File: src/rtl/mem_dma_pkg.sv
// Shared types and helpers for the burst DMA command engine.
package mem_dma_pkg;

    localparam int DEF_BEAT_BYTES = 8;
    localparam int DEF_MEM_BYTES  = 1500;
    localparam int DEF_LEN_W      = 16;

    typedef enum logic [1:0] {
        IDLE = 2'd0,
        RD   = 2'd1,
        WR   = 2'd2,
        DONE = 2'd3
    } dma_state_t;

    typedef struct packed {
        logic                     write;
        logic [31:0]              addr;
        logic [DEF_LEN_W-1:0]     len;
    } dma_cmd_t;

    function automatic logic [3:0] beat_len(input logic [31:0] rem,
                                            input logic [3:0]  bb);
        return (rem < 32'(bb)) ? rem[3:0] : bb;
    endfunction

endpackage

File: src/rtl/mem_dma_rd_buf.sv
// One-entry valid/ready output register for read beats.
module mem_dma_rd_buf (
    input  logic         clk,
    input  logic         rst,
    input  logic         load,
    input  logic [127:0] in_data,
    input  logic [3:0]   in_bytes,
    input  logic         in_last,
    input  logic         rd_ready,
    output logic         rd_valid,
    output logic [127:0] rd_data,
    output logic [3:0]   rd_bytes,
    output logic         rd_last
);

    logic         valid_q, valid_d;
    logic [127:0] data_q, data_d;
    logic [3:0]   bytes_q, bytes_d;
    logic         last_q, last_d;

    always_comb begin
        valid_d = valid_q;
        data_d  = data_q;
        bytes_d = bytes_q;
        last_d  = last_q;
        if (load) begin
            valid_d = 1'b1;
            data_d  = in_data;
            bytes_d = in_bytes;
            last_d  = in_last;
        end else if (valid_q && rd_ready) begin
            valid_d = 1'b0;
        end
    end

    always_ff @(posedge clk) begin
        if (!rst) begin
            valid_q <= 1'b0;
            data_q  <= '0;
            bytes_q <= '0;
            last_q  <= 1'b0;
        end else begin
            valid_q <= valid_d;
            data_q  <= data_d;
            bytes_q <= bytes_d;
            last_q  <= last_d;
        end
    end

    assign rd_valid = valid_q;
    assign rd_data  = data_q;
    assign rd_bytes = bytes_q;
    assign rd_last  = last_q;

endmodule

File: src/rtl/mem_burst_dma.sv
// Command engine: splits (addr, len, dir) into beats on the scratch memory port.
module mem_burst_dma
    import mem_dma_pkg::*;
#(
    parameter int BEAT_BYTES = DEF_BEAT_BYTES,
    parameter int MEM_BYTES  = DEF_MEM_BYTES,
    parameter int LEN_W      = DEF_LEN_W
) (
    input  logic             clk,
    input  logic             rst,
    input  logic             cmd_valid,
    output logic             cmd_ready,
    input  logic             cmd_write,
    input  logic [31:0]      cmd_addr,
    input  logic [LEN_W-1:0] cmd_len,
    input  logic             wr_valid,
    output logic             wr_ready,
    input  logic [127:0]     wr_data,
    output logic             rd_valid,
    input  logic             rd_ready,
    output logic [127:0]     rd_data,
    output logic [3:0]       rd_bytes,
    output logic             rd_last,
    output logic             done,
    output logic             err,
    output logic             busy,
    output logic             mem_rdwr,
    output logic             mem_en,
    output logic [31:0]      mem_addr,
    output logic [127:0]     mem_wr_data,
    output logic [3:0]       mem_ctrl,
    input  logic [127:0]     mem_rd_data
);

    dma_state_t       state_q, state_d;
    logic [31:0]      addr_q, addr_d;
    logic [LEN_W-1:0] rem_q, rem_d;
    logic             err_q, err_d;

    logic [3:0]       beat;
    logic             last;
    logic             range_bad;
    logic             wr_fire;
    logic             rd_load;
    logic             rd_end;
    logic [127:0]     rd_masked;

    assign beat = beat_len(32'(rem_q), 4'(BEAT_BYTES));
    assign last = (rem_q <= LEN_W'(BEAT_BYTES));
    assign range_bad = (cmd_len == '0) ||
        (({1'b0, cmd_addr} + 33'(cmd_len)) > 33'(MEM_BYTES));
    assign wr_fire = (state_q == WR) && wr_valid;
    assign rd_load = (state_q == RD) && (rem_q != '0) &&
        (!rd_valid || rd_ready);
    assign rd_end  = rd_valid && rd_ready && rd_last;

    always_ff @(posedge clk) begin
        if (!rst) begin
            state_q <= IDLE;
            addr_q  <= '0;
            rem_q   <= '0;
            err_q   <= 1'b0;
        end else begin
            state_q <= state_d;
            addr_q  <= addr_d;
            rem_q   <= rem_d;
            err_q   <= err_d;
        end
    end

    always_comb begin
        state_d = state_q;
        unique case (state_q)
            IDLE: if (cmd_valid) state_d = range_bad ? DONE :
                                 (cmd_write ? WR : RD);
            RD:   if (rd_end) state_d = DONE;
            WR:   if (wr_fire && last) state_d = DONE;
            DONE: state_d = IDLE;
            default: state_d = IDLE;
        endcase
    end

    always_comb begin
        addr_d = addr_q;
        rem_d  = rem_q;
        err_d  = err_q;
        if (state_q == IDLE && cmd_valid) begin
            addr_d = cmd_addr;
            rem_d  = cmd_len;
            err_d  = range_bad;
        end else if (wr_fire || rd_load) begin
            addr_d = addr_q + 32'(beat);
            rem_d  = rem_q - LEN_W'(beat);
        end
    end

    always_comb begin
        cmd_ready   = (state_q == IDLE);
        busy        = (state_q != IDLE);
        done        = (state_q == DONE);
        err         = (state_q == DONE) && err_q;
        wr_ready    = (state_q == WR);
        mem_en      = wr_fire || rd_load;
        mem_rdwr    = wr_fire;
        mem_addr    = mem_en ? addr_q : '0;
        mem_wr_data = wr_fire ? wr_data : '0;
        mem_ctrl    = mem_en ? beat : '0;
    end

    // Bytes beyond the beat are not part of the transfer; present them as zero.
    always_comb begin
        rd_masked = '0;
        for (int k = 0; k < 16; k++) begin
            if (k < int'(beat)) rd_masked[8*k +: 8] = mem_rd_data[8*k +: 8];
        end
    end

    mem_dma_rd_buf u_rd_buf (
        .clk      (clk),
        .rst      (rst),
        .load     (rd_load),
        .in_data  (rd_masked),
        .in_bytes (beat),
        .in_last  (last),
        .rd_ready (rd_ready),
        .rd_valid (rd_valid),
        .rd_data  (rd_data),
        .rd_bytes (rd_bytes),
        .rd_last  (rd_last)
    );

endmodule

File: config.mk
export PLATFORM = sky130hd
export DESIGN_NAME = mem_burst_dma
export DESIGN_NICKNAME = d
export VERILOG_FILES = /design/src/rtl/mem_dma_pkg.sv /design/src/rtl/mem_dma_rd_buf.sv /design/src/rtl/mem_burst_dma.sv
export SDC_FILE = /design/constraint.sdc
export NUM_CORES = 1
export LEC_CHECK = 0
export ABC_CLOCK_PERIOD_IN_PS = 6800
export CAP_MARGIN = 20
export CORE_AREA = 2 2 242 244
export DETAILED_ROUTE_END_ITERATION = 7
export DIE_AREA = 0 0 244 246
export PLACE_DENSITY = 0.4
export SLEW_MARGIN = 40
export SYNTH_ARGS = -nofsm -noshare
export SYNTH_HDL_FRONTEND = slang
export SYNTH_SLANG_ARGS = --single-unit
File: constraint.sdc
create_clock -name clk -period 6.8 [get_ports clk]
set_input_delay 1.36 -clock clk [delete_from_list [all_inputs] [get_ports clk]]
set_output_delay 1.36 -clock clk [all_outputs]
set_load 0.1 [all_outputs]
**After elaboration in Yosys (flattened, before gate mapping)**

Index checks and enable logic that the tools add are counted.

- Bits of input ports: 310
- Logic and storage cells: 85
- Output and inout bits: 305
- Register bits after elaboration: 177

- $lt $le $gt $ge: 18
- Muxes and demuxes: 31
- Reduce and logical (&&, ||, !) cells: 19
- Equality and inequality tests: 6
- Add/subtract/negate cells: 3

Operator list:

| operator | count |
|---|---|
| 128-bit two-way mux | 1 |
| 8-bit two-way mux | 15 |
| 32-bit two-way mux | 3 |
| 32-bit by 16-bit adder with 33-bit output | 1 |
| 33-bit by 11-bit greater-than comparator with 1-bit output (second input constant) | 1 |
| 32-bit by 4-bit adder with 32-bit output | 1 |
| 16-bit two-way mux | 2 |
| 4-bit less-than comparator (first input constant) | 7 |
| 16-bit by 4-bit less-or-equal comparator with 1-bit output (second input constant) | 1 |
| 16-bit zero test | 1 |
| 16-bit by 4-bit less-than comparator with 1-bit output (second input constant) | 1 |
| 3-bit by 4-bit less-than comparator with 1-bit output (first input constant) | 4 |
| 16-bit nonzero test | 1 |
| 16-bit by 4-bit subtractor with 16-bit output | 1 |
| 2-bit two-way mux | 5 |
| 1-bit logical AND | 8 |
| 1-bit by 4-bit less-than comparator with 1-bit output (first input constant) | 2 |
| 2-bit by 4-bit less-than comparator with 1-bit output (first input constant) | 2 |
| 4-bit two-way mux | 2 |
| 2-bit one-hot mux with 4 select lines | 1 |
| 2-bit nonzero test | 3 |
| 2-bit == test (second input constant) | 2 |
| 2-bit != test (second input constant) | 2 |
| 1-bit logical OR | 3 |
| other kinds (6) | 7 |

**Logic depth before layout (Yosys ltp)**

- Depth in word-level cells: 6
- Depth in mapped cells: 16
- Depth with buffers taken out: 15

**Hierarchy**

From an unflattened synthesis, not the netlist that was laid out.

- Cell total of the unflattened synthesis: 1306
- Area, all modules: 11167.0 sq um

Modules (own cells, without submodules):

| module | cells each | seq. area each (sq um) | area each (sq um) | instances |
|---|---|---|---|---|
| mem_burst_dma | 875 | 1021.0 | 6113.4 | 1 |
| mem_dma_rd_buf | 431 | 2682.6 | 5053.6 | 1 |

**Least setup slack after synthesis**

OpenSTA, ideal clock, no wires.

- Path kind: input -> output
- Start: in rd_ready
- End: out mem_addr[22]
- Cell stages on the path: 7
- Slack: 1.382 ns
- Arrival: 4.058 ns
- Path buffers: 1
- Required time: 5.440 ns
- Cells stage by stage: nand2b_1 -> nand2_1 -> a21oi_2 -> nor2_4 -> inv_2 -> clkbuf_1 -> and2_1

- Word-level cells in the longest chain between the ends: 4

Ends and longest elaborated chain:

| element | line | text |
|---|---|---|
| start, declared | mem_burst_dma.sv:20 | `input logic rd_ready,` |
| 1-bit logical OR | mem_burst_dma.sv:54 | `(!rd_valid \|\| rd_ready);` |
| 1-bit logical AND | mem_burst_dma.sv:53 | `assign rd_load = (state_q == RD) && (rem_q != '0) &&` |
| 1-bit logical OR | mem_burst_dma.sv:103 | `mem_en = wr_fire \|\| rd_load;` |
| via mem_en | mem_burst_dma.sv:28 | `output logic mem_en,` |
| 32-bit two-way mux | mem_burst_dma.sv:105 | `mem_addr = mem_en ? addr_q : '0;` |
| end, declared | mem_burst_dma.sv:29 | `output logic [31:0] mem_addr,` |

The timed path passes the listed nets, and every way through them passes these cells.

**Worst setup path in the final report**

- Start: in rd_ready
- End: out mem_addr[23]

- Word-level cells in the longest chain between the ends: 4

Ends and longest elaborated chain:

| element | line |
|---|---|
| 1-bit logical OR | mem_burst_dma.sv:54 |
| 1-bit logical AND | mem_burst_dma.sv:53 |
| 1-bit logical OR | mem_burst_dma.sv:103 |
| 32-bit two-way mux | mem_burst_dma.sv:105 |

Every way passes these cells.

==> qor.csv <==
stage,metric,value,unit
floorplan,die area,60020,um^2
route,violation count after the first detailed-route iteration,513,
global_route,vias in the first global route,10690,
logic_synthesis,syn avg cell area,8.064,um^2
logic_synthesis,largest area contributor in the netlist,dfxtp_1,
place,port bufs,542,
timing,f_max,195.5,MHz
status,status,completed,
timing,Final Max Tran Viols,0,
clock_tree,CTS tree,done,
power,VDD IR max,0.2174,mV
timing,RSZ-0062 raised after global routing,false,
power,P_leak,0.006957,uW
global_route,Total GRT Usage,17.35,%
worst_setup_path,r2r setup slk,2220,ps
power,PwrDens,405.7,nW/um^2
place,Final HPWL DP,42.25,mm
route,wire per inst,21.91,um
floorplan,Core Box Area,57370,um^2
global_route,initial antenna violation count,22,
worst_setup_path,Crit Reg-Reg Startpoint,rem_q[6]$_SDFFE_PN0P_,
logic_synthesis,top-area cell type share of the netlist area,37.88,%
place,routability cong.,0.8484,
route,drt pass-1 iters,5,
route,"antenna viol nets, final",0,
route,Via density,4.347,
logic_synthesis,"FF+latch count, synth",177,
layout,area delta synth->final,57.72,%
logic_synthesis,Post-synth EDFFs,0,
route,Routed WL,53.25,mm
clock_tree,setup bufs post-CTS,0,
clock_tree,hold-fix buffers at CTS,0,
route,Via Count,10570,
flow_run,max_cap viols,0,
worst_setup_path,Worst Setup Path Type,in -> out,
logic_synthesis,sequential share of the synthesized area,37.88,%
logic_synthesis,Syn Inst Count,1160,
clock_tree,"Reg clk slew, reported paths",70,ps
global_route,gr ovfl total,0,
timing,Final Cycle Share,75.22,%
layout,most frequent cells in the layout,"258 x buf_2, 243 x clkdlybuf4s50_1, 202 x and3_1",
logic_synthesis,async set-reset flop share out of synthesis,0,%
clock_tree,H-tree levels,4,
timing,Slew HR,48.01,%
floorplan,Site Rows,88,
clock_tree,Root Driver,clkbuf_16,
clock_tree,clk buf depth,2,
global_route,largest net degree at the start of global routing,83,
logic_synthesis,leading register cell type out of synthesis,dfxtp_1,
worst_setup_path,launch point of the worst path,rd_ready,
min_path,hold path startpoint,u_rd_buf.rd_data[58]$_SDFFE_PN0P_,
clock_tree,CTS Buf Count,17,
timing,minimum clock period,5115,ps
logic_synthesis,yosys warns,0,
logic_synthesis,synth top area cells,"dfxtp_1 38%, and3_1 14%, nor2_1 4.6%",
route,# DRC,0,
place,"worst slack, placed",1623,ps
logic_synthesis,post-synth cell types,74,
layout,"commonest non-fill, non-tap cell in the layout",buf_2,
floorplan,Die Y,246,um
worst_setup_path,crit end category,output pin,
min_path,worst min path class,reg -> reg,
worst_setup_path,Worst EP arrival,3750,ps
layout,layout cells sized above 1,22.16,%
timing,final hold vios,0,
floorplan,I/O pin total,615,
worst_setup_path,Startpoint Class,primary input,
timing,Slew @ Worst Pin,779.9,ps
clock_tree,clock sinks,177,
timing,final setup fails,0,
timing,setup TNS,0,ps
timing,PnR worst setup slack,1685,ps
logic_synthesis,synthesized area,9354,um^2
floorplan,Starting Density,16.31,%
layout,Nets,1980,
clock_tree,Skew-Pair Late Insertion Delay,490,ps
clock_tree,# resized after CTS,0,
worst_setup_path,CP max FO,40,
global_route,first-pass GRT wire length,75.71,mm
worst_setup_path,WP data required,5440,ps
floorplan,Die W,244,um
timing,worst clock skew,22.46,ps
## flip-flops by register name, indices dropped and copies added (netlist names)
signal,flops
rem_q,16
err_q,1
state_q,2
u_rd_buf.rd_valid,1
u_rd_buf.rd_bytes,4
u_rd_buf.rd_last,1
u_rd_buf.rd_data,120
addr_q,32
## synthesized netlist by cell type (6+ instances only)
cell type	count
o21ai_0	56
a31oi_1	8
or3_1	10
nand4_1	6
nor3_1	19
nand3_1	31
a21oi_1	71
nor4_1	8
xor2_1	24
a22oi_1	48
nand2_1	80
ha_1	25
and2_1	36
clkbuf_1	71
nand2b_1	6
dfxtp_1	177
o211ai_1	8
inv_1	18
and3_1	202
xnor2_1	19
a211oi_1	23
buf_2	11
nor2_1	114
buf_4	10
## per-stage QoR
step	total power [uW]	util, %	area, um^2	hold slack, ps	instances
6_report	5986	25.72	14750	452.9	2431
5_1_grt	6318	25.72	14750	471.8	2431
3_3_place_gp	5122	26.72	15330	438.1	2387
3_5_place_dp	4966	24.56	14090	444.0	2389
2_1_floorplan	4128	-	9380	461.5	1167
4_1_cts	6089	25.65	14710	455.5	2421
## power by group
group          internal [uW]  switching (uW)  total (uW)  leakage (uW)
Combinational            730            2760        3490       0.00521
Sequential              1250             172        1420       0.00144
Clock                    509             568        1080      0.000303
## cell type report
cell class,instances,area (um^2)
fillers,6295,42610
multi-input cells,876,5396
repair buffers,551,4128
flip-flops and latches,177,3543
well taps,765,957.2
clock buffers,17,425.4
clock inverters,15,201.4
inverters,20,76.32
diodes,10,25.02
## worst max-delay path, stage by stage
cell and delay (ps):
clkdlybuf4s50_1 430, nand2b_1 190, nand2_1 360, a21oi_4 70
nor2_4 410, inv_2 380, and2_1 290, buf_4 230
## metal layers
| layer | part of all wire [%] | global-route usage [%] | vias to the layer above |
|---|---|---|---|
| met5 | 0.14 | 0 | - |
| met4 | 2.4 | 7.389 | 12 |
| met2 | 51 | 29.77 | 358 |
| met1 | 38 | 18.77 | 5012 |
| li1 | - | - | 5125 |
| met3 | 8.5 | 7.179 | 60 |
## path summary, 6_finish.rpt
kind / end / cells after the start
worst max-delay path: mem_addr[23] / 8
worst min-delay path: u_rd_buf.rd_data[58]$_SDFFE_PN0P_ / 2
worst max register to register: addr_q[28]$_SDFFE_PN0P_ / 15
worst min register to register: u_rd_buf.rd_data[58]$_SDFFE_PN0P_ / 2
## cells by family (layout without fill, tap and decap cells)
logic type	after synthesis	count (layout)	share of synthesized area (%)
AOI/OAI and AO/OA	257	257	17.82
xor gates and xnor gates	43	43	4.026
adders and majority gates	27	27	3.772
buffers and inverters	114	603	5.217
DFF	177	177	37.88
muxes	7	7	0.7758
other	2	19	0.08029
and+or+nand+nor	533	533	30.43
Power figures use the tool's default switching activity.
